[src/rtl/btn_debounce_pulse_pkg.sv]
// btn_debounce_pulse_pkg: debounce state encodings shared by button and key blocks
package btn_debounce_pulse_pkg;
    typedef enum logic [1:0] {
        ST_IDLE        = 2'd0,
        ST_PRESS_CHK   = 2'd1,
        ST_HELD        = 2'd2,
        ST_RELEASE_CHK = 2'd3
    } btn_state_t;
endpackage

[src/rtl/btn_debounce_pulse_sync_2ff.sv]
// sync_2ff: two-flop synchroniser for an asynchronous pin, reset to a chosen idle level
module sync_2ff #(
    parameter logic RST_VAL = 1'b0
) (
    input  logic i_clk,
    input  logic i_rst,
    input  logic i_d,
    output logic o_q
);
    logic r_meta;
    always_ff @(posedge i_clk) begin
        if (i_rst) begin
            r_meta <= RST_VAL;
            o_q    <= RST_VAL;
        end else begin
            r_meta <= i_d;
            o_q    <= r_meta;
        end
    end
endmodule

[src/rtl/btn_debounce_pulse.sv]
// btn_debounce_pulse: debounces a push-button into a level plus press/release/long-press flags
// Long-press flag enabled by defining BTN_DEBOUNCE_LONGPRESS_EN.
module btn_debounce_pulse
    import btn_debounce_pulse_pkg::*;
#(
    parameter int DEBOUNCE_CYCLES = 240000,
    parameter bit ACTIVE_LOW      = 1'b1,
    parameter int LONG_CYCLES     = 24000000
) (
    input  logic i_clk,
    input  logic i_rst,
    input  logic i_btn,
    output logic o_level,
    output logic o_press_pulse,
    output logic o_release_pulse,
    output logic o_long_pulse
);
    localparam int CW = $clog2(DEBOUNCE_CYCLES);
    localparam logic [CW-1:0] C_TERM = CW'(DEBOUNCE_CYCLES - 1);

    if (DEBOUNCE_CYCLES < 2 || LONG_CYCLES < 2) begin : g_bad_param
        $error("btn_debounce_pulse: DEBOUNCE_CYCLES and LONG_CYCLES must be >= 2");
    end

    logic       w_sync;
    logic       w_sample;
    logic       w_accept_press;
    btn_state_t r_state;
    logic [CW-1:0] r_cnt;

    sync_2ff #(.RST_VAL(ACTIVE_LOW)) u_sync (
        .i_clk (i_clk),
        .i_rst (i_rst),
        .i_d   (i_btn),
        .o_q   (w_sync)
    );

    assign w_sample       = w_sync ^ ACTIVE_LOW;
    assign w_accept_press = (r_state == ST_PRESS_CHK) && w_sample && (r_cnt == C_TERM);

    always_ff @(posedge i_clk) begin
        if (i_rst) begin
            r_state         <= ST_IDLE;
            r_cnt           <= '0;
            o_level         <= 1'b0;
            o_press_pulse   <= 1'b0;
            o_release_pulse <= 1'b0;
        end else begin
            o_press_pulse   <= 1'b0;
            o_release_pulse <= 1'b0;
            case (r_state)
                ST_IDLE: if (w_sample) begin
                    r_state <= ST_PRESS_CHK;
                    r_cnt   <= '0;
                end
                ST_PRESS_CHK: if (!w_sample) begin
                    r_state <= ST_IDLE;
                end else if (r_cnt == C_TERM) begin
                    r_state       <= ST_HELD;
                    o_press_pulse <= 1'b1;
                    o_level       <= 1'b1;
                end else begin
                    r_cnt <= r_cnt + 1'b1;
                end
                ST_HELD: if (!w_sample) begin
                    r_state <= ST_RELEASE_CHK;
                    r_cnt   <= '0;
                end
                ST_RELEASE_CHK: if (w_sample) begin
                    r_state <= ST_HELD;
                end else if (r_cnt == C_TERM) begin
                    r_state         <= ST_IDLE;
                    o_release_pulse <= 1'b1;
                    o_level         <= 1'b0;
                end else begin
                    r_cnt <= r_cnt + 1'b1;
                end
            endcase
        end
    end

`ifdef BTN_DEBOUNCE_LONGPRESS_EN
    localparam int LW = $clog2(LONG_CYCLES);
    localparam logic [LW-1:0] L_TERM = LW'(LONG_CYCLES - 1);
    logic [LW-1:0] r_lcnt;

    // Saturating at L_TERM keeps the flag to one per accepted press; RELEASE_CHK holds the count.
    always_ff @(posedge i_clk) begin
        if (i_rst) begin
            r_lcnt       <= '0;
            o_long_pulse <= 1'b0;
        end else begin
            o_long_pulse <= 1'b0;
            if (w_accept_press) begin
                r_lcnt <= '0;
            end else if (r_state == ST_HELD && r_lcnt != L_TERM) begin
                r_lcnt       <= r_lcnt + 1'b1;
                o_long_pulse <= (r_lcnt == L_TERM - 1'b1);
            end
        end
    end
`else
    assign o_long_pulse = 1'b0;
`endif
endmodule

[config.mk]
export PLATFORM = sky130hd
export DESIGN_NAME = btn_debounce_pulse
export DESIGN_NICKNAME = d
export VERILOG_FILES = /design/src/rtl/btn_debounce_pulse_pkg.sv /design/src/rtl/btn_debounce_pulse_sync_2ff.sv /design/src/rtl/btn_debounce_pulse.sv
export SDC_FILE = /design/constraint.sdc
export NUM_CORES = 1
export LEC_CHECK = 0
export CAP_MARGIN = 20
export CELL_PAD_IN_SITES_DETAIL_PLACEMENT = 0
export CELL_PAD_IN_SITES_GLOBAL_PLACEMENT = 2
export CORE_AREA = 3 3 79 81
export DETAILED_ROUTE_END_ITERATION = 7
export DIE_AREA = 0 0 82 84
export PLACE_DENSITY = 0.51
export SLEW_MARGIN = 20
export SYNTH_ARGS = -nofsm -noshare
export SYNTH_HDL_FRONTEND = slang
export SYNTH_HIERARCHICAL = 1
export SYNTH_SLANG_ARGS = --single-unit
[constraint.sdc]
create_clock -name i_clk -period 2.6 [get_ports i_clk]
set_input_delay 0.26 -clock i_clk [delete_from_list [all_inputs] [get_ports i_clk]]
set_output_delay 0.26 -clock i_clk [all_outputs]
set_load 0.02 [all_outputs]
# After elaboration in Yosys (flattened, before gate mapping)

Cells that the tools add are included.

Input bits: 3
Memory bits (writable): 0
Memories: 0
Flip-flop bits (word level): 25
Bits in latches: 0
Bits in read-only memories: 0
Logic and storage cells: 49

Magnitude comparators: 0
Equality and inequality tests: 12
Multipliers: 0
Add/sub/neg operators: 1
Muxes and demuxes: 19
Shift operators: 0
Divide/modulo/power cells: 0
Bitwise operators: 3
Reduce and logical (&&, ||, !) cells: 7

Operators with widths:

| kind                  | count |
|---|---|
| $mux 18               | 5 |
| $pmux 18 s4           | 1 |
| $add 18x1->18 const B | 1 |
| $eq 18x18->1 const B  | 1 |
| $mux 2                | 6 |
| $pmux 2 s4            | 1 |
| $reduce_and 4->1      | 2 |
| $ne 2x1->1 const B    | 3 |
| $ne 2x2->1 const B    | 3 |
| $reduce_or 3->1       | 2 |
| $mux 1                | 5 |
| $reduce_and 5->1      | 1 |
| $eq 2x2->1 const B    | 2 |
| $ne 3x1->1 const B    | 1 |
| $ne 3x3->1 const B    | 1 |
| $not 1->1             | 3 |
| $eq 2x1->1 const B    | 1 |
| $logic_not 2->1       | 1 |
| $pmux 1 s2            | 1 |
| $reduce_bool 2->1     | 1 |

# Logic depth before layout (Yosys ltp)

Gate-level depths: netlist of the first run.

Word-level depth: 4
Gate-level depth with buffers: 6
Depth with buffers taken out: 5

# Modules after synthesis

The synthesis of the first run kept the hierarchy.

By module, submodules not included:

| module             | area each (um2) | cells each | instances |
|---|---|---|---|
| btn_debounce_pulse | 1323.8          | 151        | 1 |
| sync_2ff           | 52.6            | 4          | 1 |

# Worst setup path after synthesis of the first run

OpenSTA, ideal clock, no wires.

Path kind: reg-to-reg
Start point: register with a tool-made name
End point: register r_cnt[17]
Arrival: 1.590 ns
Required time: 2.530 ns
Stages on the path, launching flop included: 7
Clock period less this slack: 1.660 ns
Slack: 0.940 ns
Path through: dfxtp_1 > buf_4 > xnor2_4 > nand4_1 > buf_2 > or4_1 > a21oi_1

RTL lines:

| item                 | line                     | text |
|---|---|---|
| end signal, assigned | btn_debounce_pulse.sv:63 | `r_cnt <= r_cnt + 1'b1;` |
| end signal, assigned | btn_debounce_pulse.sv:76 | `r_cnt <= r_cnt + 1'b1;` |
| end, declared        | btn_debounce_pulse.sv:29 | `logic [CW-1:0] r_cnt;` |

==> flow_summary.yaml, run 1 <==
outcome:
  outcome: "finished, final reports clean"
timing:
  slew_violations: 0
  hold_violations: 0
  rsz0062_at_grt: "false"
  fin_skew_ns: 0.00419
  setup_tns_ns: 0
  fin_crit_ns: 2.09
  fin_ws_ns: 0.506
  min_period_over_period_pct: 80.5
  setup_viol: 0
  worst_pin_slew_ns: 0.533
  fmax_mhz: 478
  slew_headroom_pct: 64.4
  holdWs_ns: 0.427
drt:
  viasPerCell: 5.18
  antenna_left: 0
  vias: 1186
  routedWlPerCell_um: 15.1
  wirelength_mm: 3.45
  drt_first_pass_iters: 4
  drc: 0
  drt_iter0_drc: 88
synth:
  synthCells: 155
  ys_seq_area_share_pct: 36.4
  synth_area_um2: 1380
  yosys_warnings: 6
  syn_area_per_cell_um2: 8.88
  synth-seq-cells: 25
  synth_nets: 159
  synth-edff-count: 0
  synth.area.top_cells: "dfxtp_1 (36%), a21oi_1 (5.1%), or4_1 (4.4%)"
  netlist.area_leader.share_pct: 36.4
  async_reset_ff_share_pct: 0
  synth_top_flop_cell: "dfxtp_1"
  yosys.area.top_type: "dfxtp_1"
  synth.distinct_cells: 43
clocking:
  hold_buffers: 0
  tritoncts: "built"
  cts_buffers: 3
  htreeDepth: 1
  clock_sinks: 25
  cts_resized: 0
  clk-insertion-delay-late_ns: 0.27
  clkTransAtPathRegs_ns: 0.09
  ctsRootBufferMaster: "clkbuf_8"
  clk_path_buf_depth: 2
  cts_setup_buffers: 0
final_layout:
  fill_cells: 619
  syn_to_final_growth_pct: 10.9
  num-nets-final: 162
  drive_gt1_share_pct: 6.37
  diodes: 0
  final_common_cell: "dfxtp_1"
  final_cell_mix: "dfxtp_1 (25), a21oi_1 (14), nand2_1 (12)"
power_and_ir_drop:
  power_leakage_nw: 0.453
  total_power_mw: 0.667
  p_per_area_nw_per_um2: 437
  vdd_drop_max_mv: 0.262
placement:
  port_buffers: 5
  dpl.hpwl_mm: 2.47
  dp_slack_ns: 0.553
  place.gp.congestion: 0.674
critical_path:
  path_max_fanout: 14
  slowest_delay_ns: 0.64
  cp_slowest_cell: "or4_1"
  ff2ff_path_depth: 4
  cp_top_family: "simple AND/OR/NAND/NOR gates"
  worstPathCellList: "xnor2_4 -> nand4_1 -> or4_1 -> a21oi_1"
  arrival_ns: 2.30
  start_kind: "register"
  timing.rr.end: "r_cnt[13]"
  critPathKind: "reg -> reg"
  cp.required_ns: 2.80
  endpoint_kind: "register"
  crit_buf_inv: 0
  r2r_setup_slack_ns: 0.51
global_routing:
  grt_max_degree: 23
  grt_pass1_vias: 1196
  overflow: 0
  grt_usage_pct: 11.4
  grt_pass1_wl_mm: 6.11
  antenna_found_initial: 0
die:
  die_area_um2: 6890
  start_util_pct: 24.8
  num_rows: 27
  pin_count: 7
  die_x_um: 82
  fp.coreArea_um2: 5540
  die_height_um: 84
hold_path:
  worstHoldStart: "u_sync/r_meta"
  worstHoldPathType: "reg -> reg"
  hold_depth: 1
  holdPathEnd: "u_sync/o_q"
run:
  cap_violations: 0
==> routing by layer <==
| layer | routed length, µm | global-route usage [%] | up-vias |
|---|---|---|---|
| li1 | - | - | 597 |
| met1 | 1860 | 17.3 | 569 |
| met3 | 94 | 3.02 | 2 |
| met2 | 1470 | 16.0 | 18 |
| met4 | 25 | 2.11 | 0 |
| met5 | 0 | 0 | - |
==> Yosys cell counts, types with 2 or more instances <==
cell	number
a2111o_1	4
a211oi_1	2
a21oi_1	14
and2_1	4
and4_1	3
buf_2	2
buf_4	3
clkbuf_1	4
dfxtp_1	25
inv_1	4
mux2i_1	2
nand2_1	12
nand2b_1	4
nand3_1	6
nand3b_1	2
nand4_1	6
nand4b_1	2
nor2_1	3
nor3_1	3
nor4_1	5
o21ai_0	5
o311ai_0	3
o31ai_1	6
or2_1	3
or3_1	2
or4_1	8
xor2_1	2
==> worst max path at each step <==
stage	from	end	slack [ns]	cells past startpoint
after CTS	register	r_cnt[13]	0.52	4
final	register	r_cnt[13]	0.51	4
after floorplan	register	r_cnt[17]	0.94	6
after global routing	register	r_cnt[16]	0.35	4
after global placement	r_cnt[0]	o_press_pulse	0.57	5
after detailed placement	register	r_cnt[13]	0.55	4
==> through the flow <==
stage	cell area (µm²)	util (%)	cells
floorplan	1380	-	155
global placement	1480	26.7	225
detailed placement	1480	26.7	225
CTS	1530	27.6	229
global route	1530	27.6	229
finish	1530	27.6	229
==> logic make-up after synthesis <==
family | after synthesis | share of synthesized area, %
buffers and inverters | 14 | 5.36
and+or+nand+nor | 69 | 32.5
AOI/OAI and AO/OA | 39 | 19.3
other | 1 | 0.272
xor gates and xnor gates | 4 | 3.91
DFF | 25 | 36.4
adders and majority gates | 1 | 0.909
muxes | 2 | 1.45
==> where the power goes <==
| group | internal (mW) | switching (mW) |
|---|---|---|
| logic | 0.0167 | 0.0246 |
| clock network | 0.107 | 0.127 |
| registers | 0.387 | 0.00420 |
| total | 0.511 | 0.156 |
==> area by class of cell <==
type | instances | area [µm²] | area share, %
Clock buffer | 3 | 41.3 | 2.70
Clock inverter | 1 | 5.00 | 0.328
Inverter | 4 | 15.0 | 0.984
Multi-Input combinational cell | 116 | 802 | 52.5
Sequential cell | 25 | 500 | 32.8
Tap cell | 72 | 90.1 | 5.90
Timing Repair Buffer | 8 | 72.6 | 4.75
==> sequential cells by signal, summed over array words and instances, names as in the netlist, named ones only <==
name,flops
u_sync/r_meta,1
o_press_pulse,1
o_release_pulse,1
r_cnt,18
o_level,1
r_state,1
u_sync/o_q,1
No activity file was read; power rests on OpenSTA's default activity.
==> inputs of run 2 (changes only) <==
PLACE_DENSITY = 0.53   (was 0.51)
clock period = 1.9 ns   (was 2.6 ns; I/O delays follow)
==> run 2 against run 1 <==
Net effect:
- wire length decreased by 0.58%
- via count increased by 4.0%
- critical path depth increased by 1
- hold slack got worse by 0.0081 ns
- clock power increased by 39%
- cell area increased by 5.0%
- sequential share of layout area decreased by 1.4 points
- clock-buffer cell count unchanged
- power increased by 38%
- fmax increased by 14%
- clock skew increased by 0.0019 ns
- register-to-register slack got worse by 0.45 ns
- largest cell class unchanged
- highest routed layer unchanged
==> flow_summary.yaml, run 2 (synthesis gave the netlist of run 1 again) <==
outcome:
  outcome: "finished, final reports clean"
die:
  die_height_um: 84
  fp.coreArea_um2: 5540
  start_util_pct: 24.8
  num_rows: 27
  pin_count: 7
  die_area_um2: 6890
  die_x_um: 82
global_routing:
  grt_usage_pct: 10.9
  grt_pass1_vias: 1204
  grt_max_degree: 15
  grt_pass1_wl_mm: 5.95
  overflow: 0
  antenna_found_initial: 0
final_layout:
  syn_to_final_growth_pct: 16.5
  diodes: 0
  largest_register_ffs: 18
  fill_cells: 624
  top_register: "r_cnt"
  final_cell_mix: "dfxtp_1 (23), a21oi_1 (14), nand2_1 (12)"
  drive_gt1_share_pct: 13.9
  layoutNonFillerInstCount: 237
  num-nets-final: 170
  final_common_cell: "dfxtp_1"
timing:
  setup_tns_ns: 0
  setup_viol: 0
  min_period_over_period_pct: 96.8
  fmax_mhz: 544
  slew_violations: 0
  hold_violations: 0
  fin_skew_ns: 0.00604
  fin_ws_ns: 0.0605
  rsz0062_at_grt: "false"
  fin_crit_ns: 1.84
clocking:
  clk-insertion-delay-late_ns: 0.27
  cts_buffers: 3
  ctsRootBufferMaster: "clkbuf_8"
  htreeDepth: 1
  hold_buffers: 0
  clk_path_buf_depth: 2
  clkTransAtPathRegs_ns: 0.09
  clock_sinks: 25
  tritoncts: "built"
drt:
  drt_iter0_drc: 87
  routedWlPerCell_um: 14.5
  drc: 0
  antenna_left: 0
  viasPerCell: 5.20
  vias: 1233
  drt_first_pass_iters: 4
  wirelength_mm: 3.43
power_and_ir_drop:
  total_power_mw: 0.920
  p_per_area_nw_per_um2: 574
  power_leakage_nw: 0.501
  vdd_drop_max_mv: 0.269
critical_path:
  start_kind: "register"
  path_max_fanout: 7
  arrival_ns: 1.99
  cp.required_ns: 2.05
  critPathKind: "reg -> reg"
  timing.rr.end: "r_cnt[0]"
  rr_startpoint: "r_cnt[12]"
  endpoint_kind: "register"
  r2r_setup_slack_ns: 0.06
  ff2ff_path_depth: 5
placement:
  dp_slack_ns: 0.0903
  port_buffers: 5
  dpl.hpwl_mm: 2.51
  place.gp.congestion: 0.761
  dpl.cell_count: 232
hold_path:
  worstHoldPathType: "reg -> reg"
  holdPathEnd: "u_sync/o_q"
  worstHoldStart: "u_sync/r_meta"
  hold_depth: 1
run:
  cap_violations: 0
-- run 2: changes by cell type in the layout (fill, tap and decap cells not counted), sizes merged --
cell,before,now
buf,3,11
-- run 2: power by group --
group	switching [mW]	total (mW)	internal [mW]
sequential	0.00624	0.536	0.530
combinational	0.0330	0.0577	0.0246
clock	0.179	0.326	0.147
total	0.219	0.920	0.701
-- run 2: metrics by stage --
step                util [%]  instance area (µm²)  hold slack, ns
floorplan                  -                 1380           0.287
global placement        27.7                 1530           0.400
detailed placement      27.7                 1530           0.396
CTS                     28.5                 1580           0.427
global route            28.9                 1600           0.460
finish                  28.9                 1600           0.419
-- run 2: worst max-delay path, stage by stage, from the launching register on --
cell	delay, ns
dfxtp_2	0.37
or4b_4	0.54
nor4_4	0.32
buf_4	0.19
a21oi_1	0.14
mux2i_1	0.16
-- run 2: how the worst max path moves through the flow --
stage	from	to	slack, ns	depth (start not counted)
global placement	r_cnt[12]	r_cnt[3]	0.09	5
floorplan	register	r_cnt[17]	0.24	6
global route	r_cnt[12]	r_cnt[1]	0.02	5
finish	r_cnt[12]	r_cnt[0]	0.06	5
detailed placement	r_cnt[12]	r_cnt[3]	0.09	5
CTS	r_cnt[12]	r_cnt[3]	0.04	5
-- run 2: what timing repair did --
item                       CTS  global route
setup buffers                0             1
hold endpoints to repair     0             0
setup endpoints to repair    0             5
resized for setup            0             5
-- run 2: final cells by class --
| type | instances | area (µm²) | area share (%) |
|---|---|---|---|
| Timing Repair Buffer | 16 | 133 | 8.27 |
| Multi-Input combinational cell | 116 | 816 | 50.9 |
| Sequential cell | 25 | 503 | 31.4 |
| Clock inverter | 1 | 5.00 | 0.312 |
| Tap cell | 72 | 90.1 | 5.62 |
| Clock buffer | 3 | 41.3 | 2.58 |
| Inverter | 4 | 15.0 | 0.937 |
-- run 2: layer usage --
layer / up-vias / global-route usage [%] / part of all wire [%]
met5: - / 0 / 0
met4: 0 / 3.47 / 0.61
met3: 2 / 1.84 / 3.0
met2: 21 / 17.3 / 45
met1: 595 / 14.9 / 51
li1: 615 / - / -
==> inputs of run 3 (changes only) <==
CAP_MARGIN = 40   (was 20)
==> results of run 3 <==
Same layout as run 2: the final DEF is identical, and so are final timing and power.
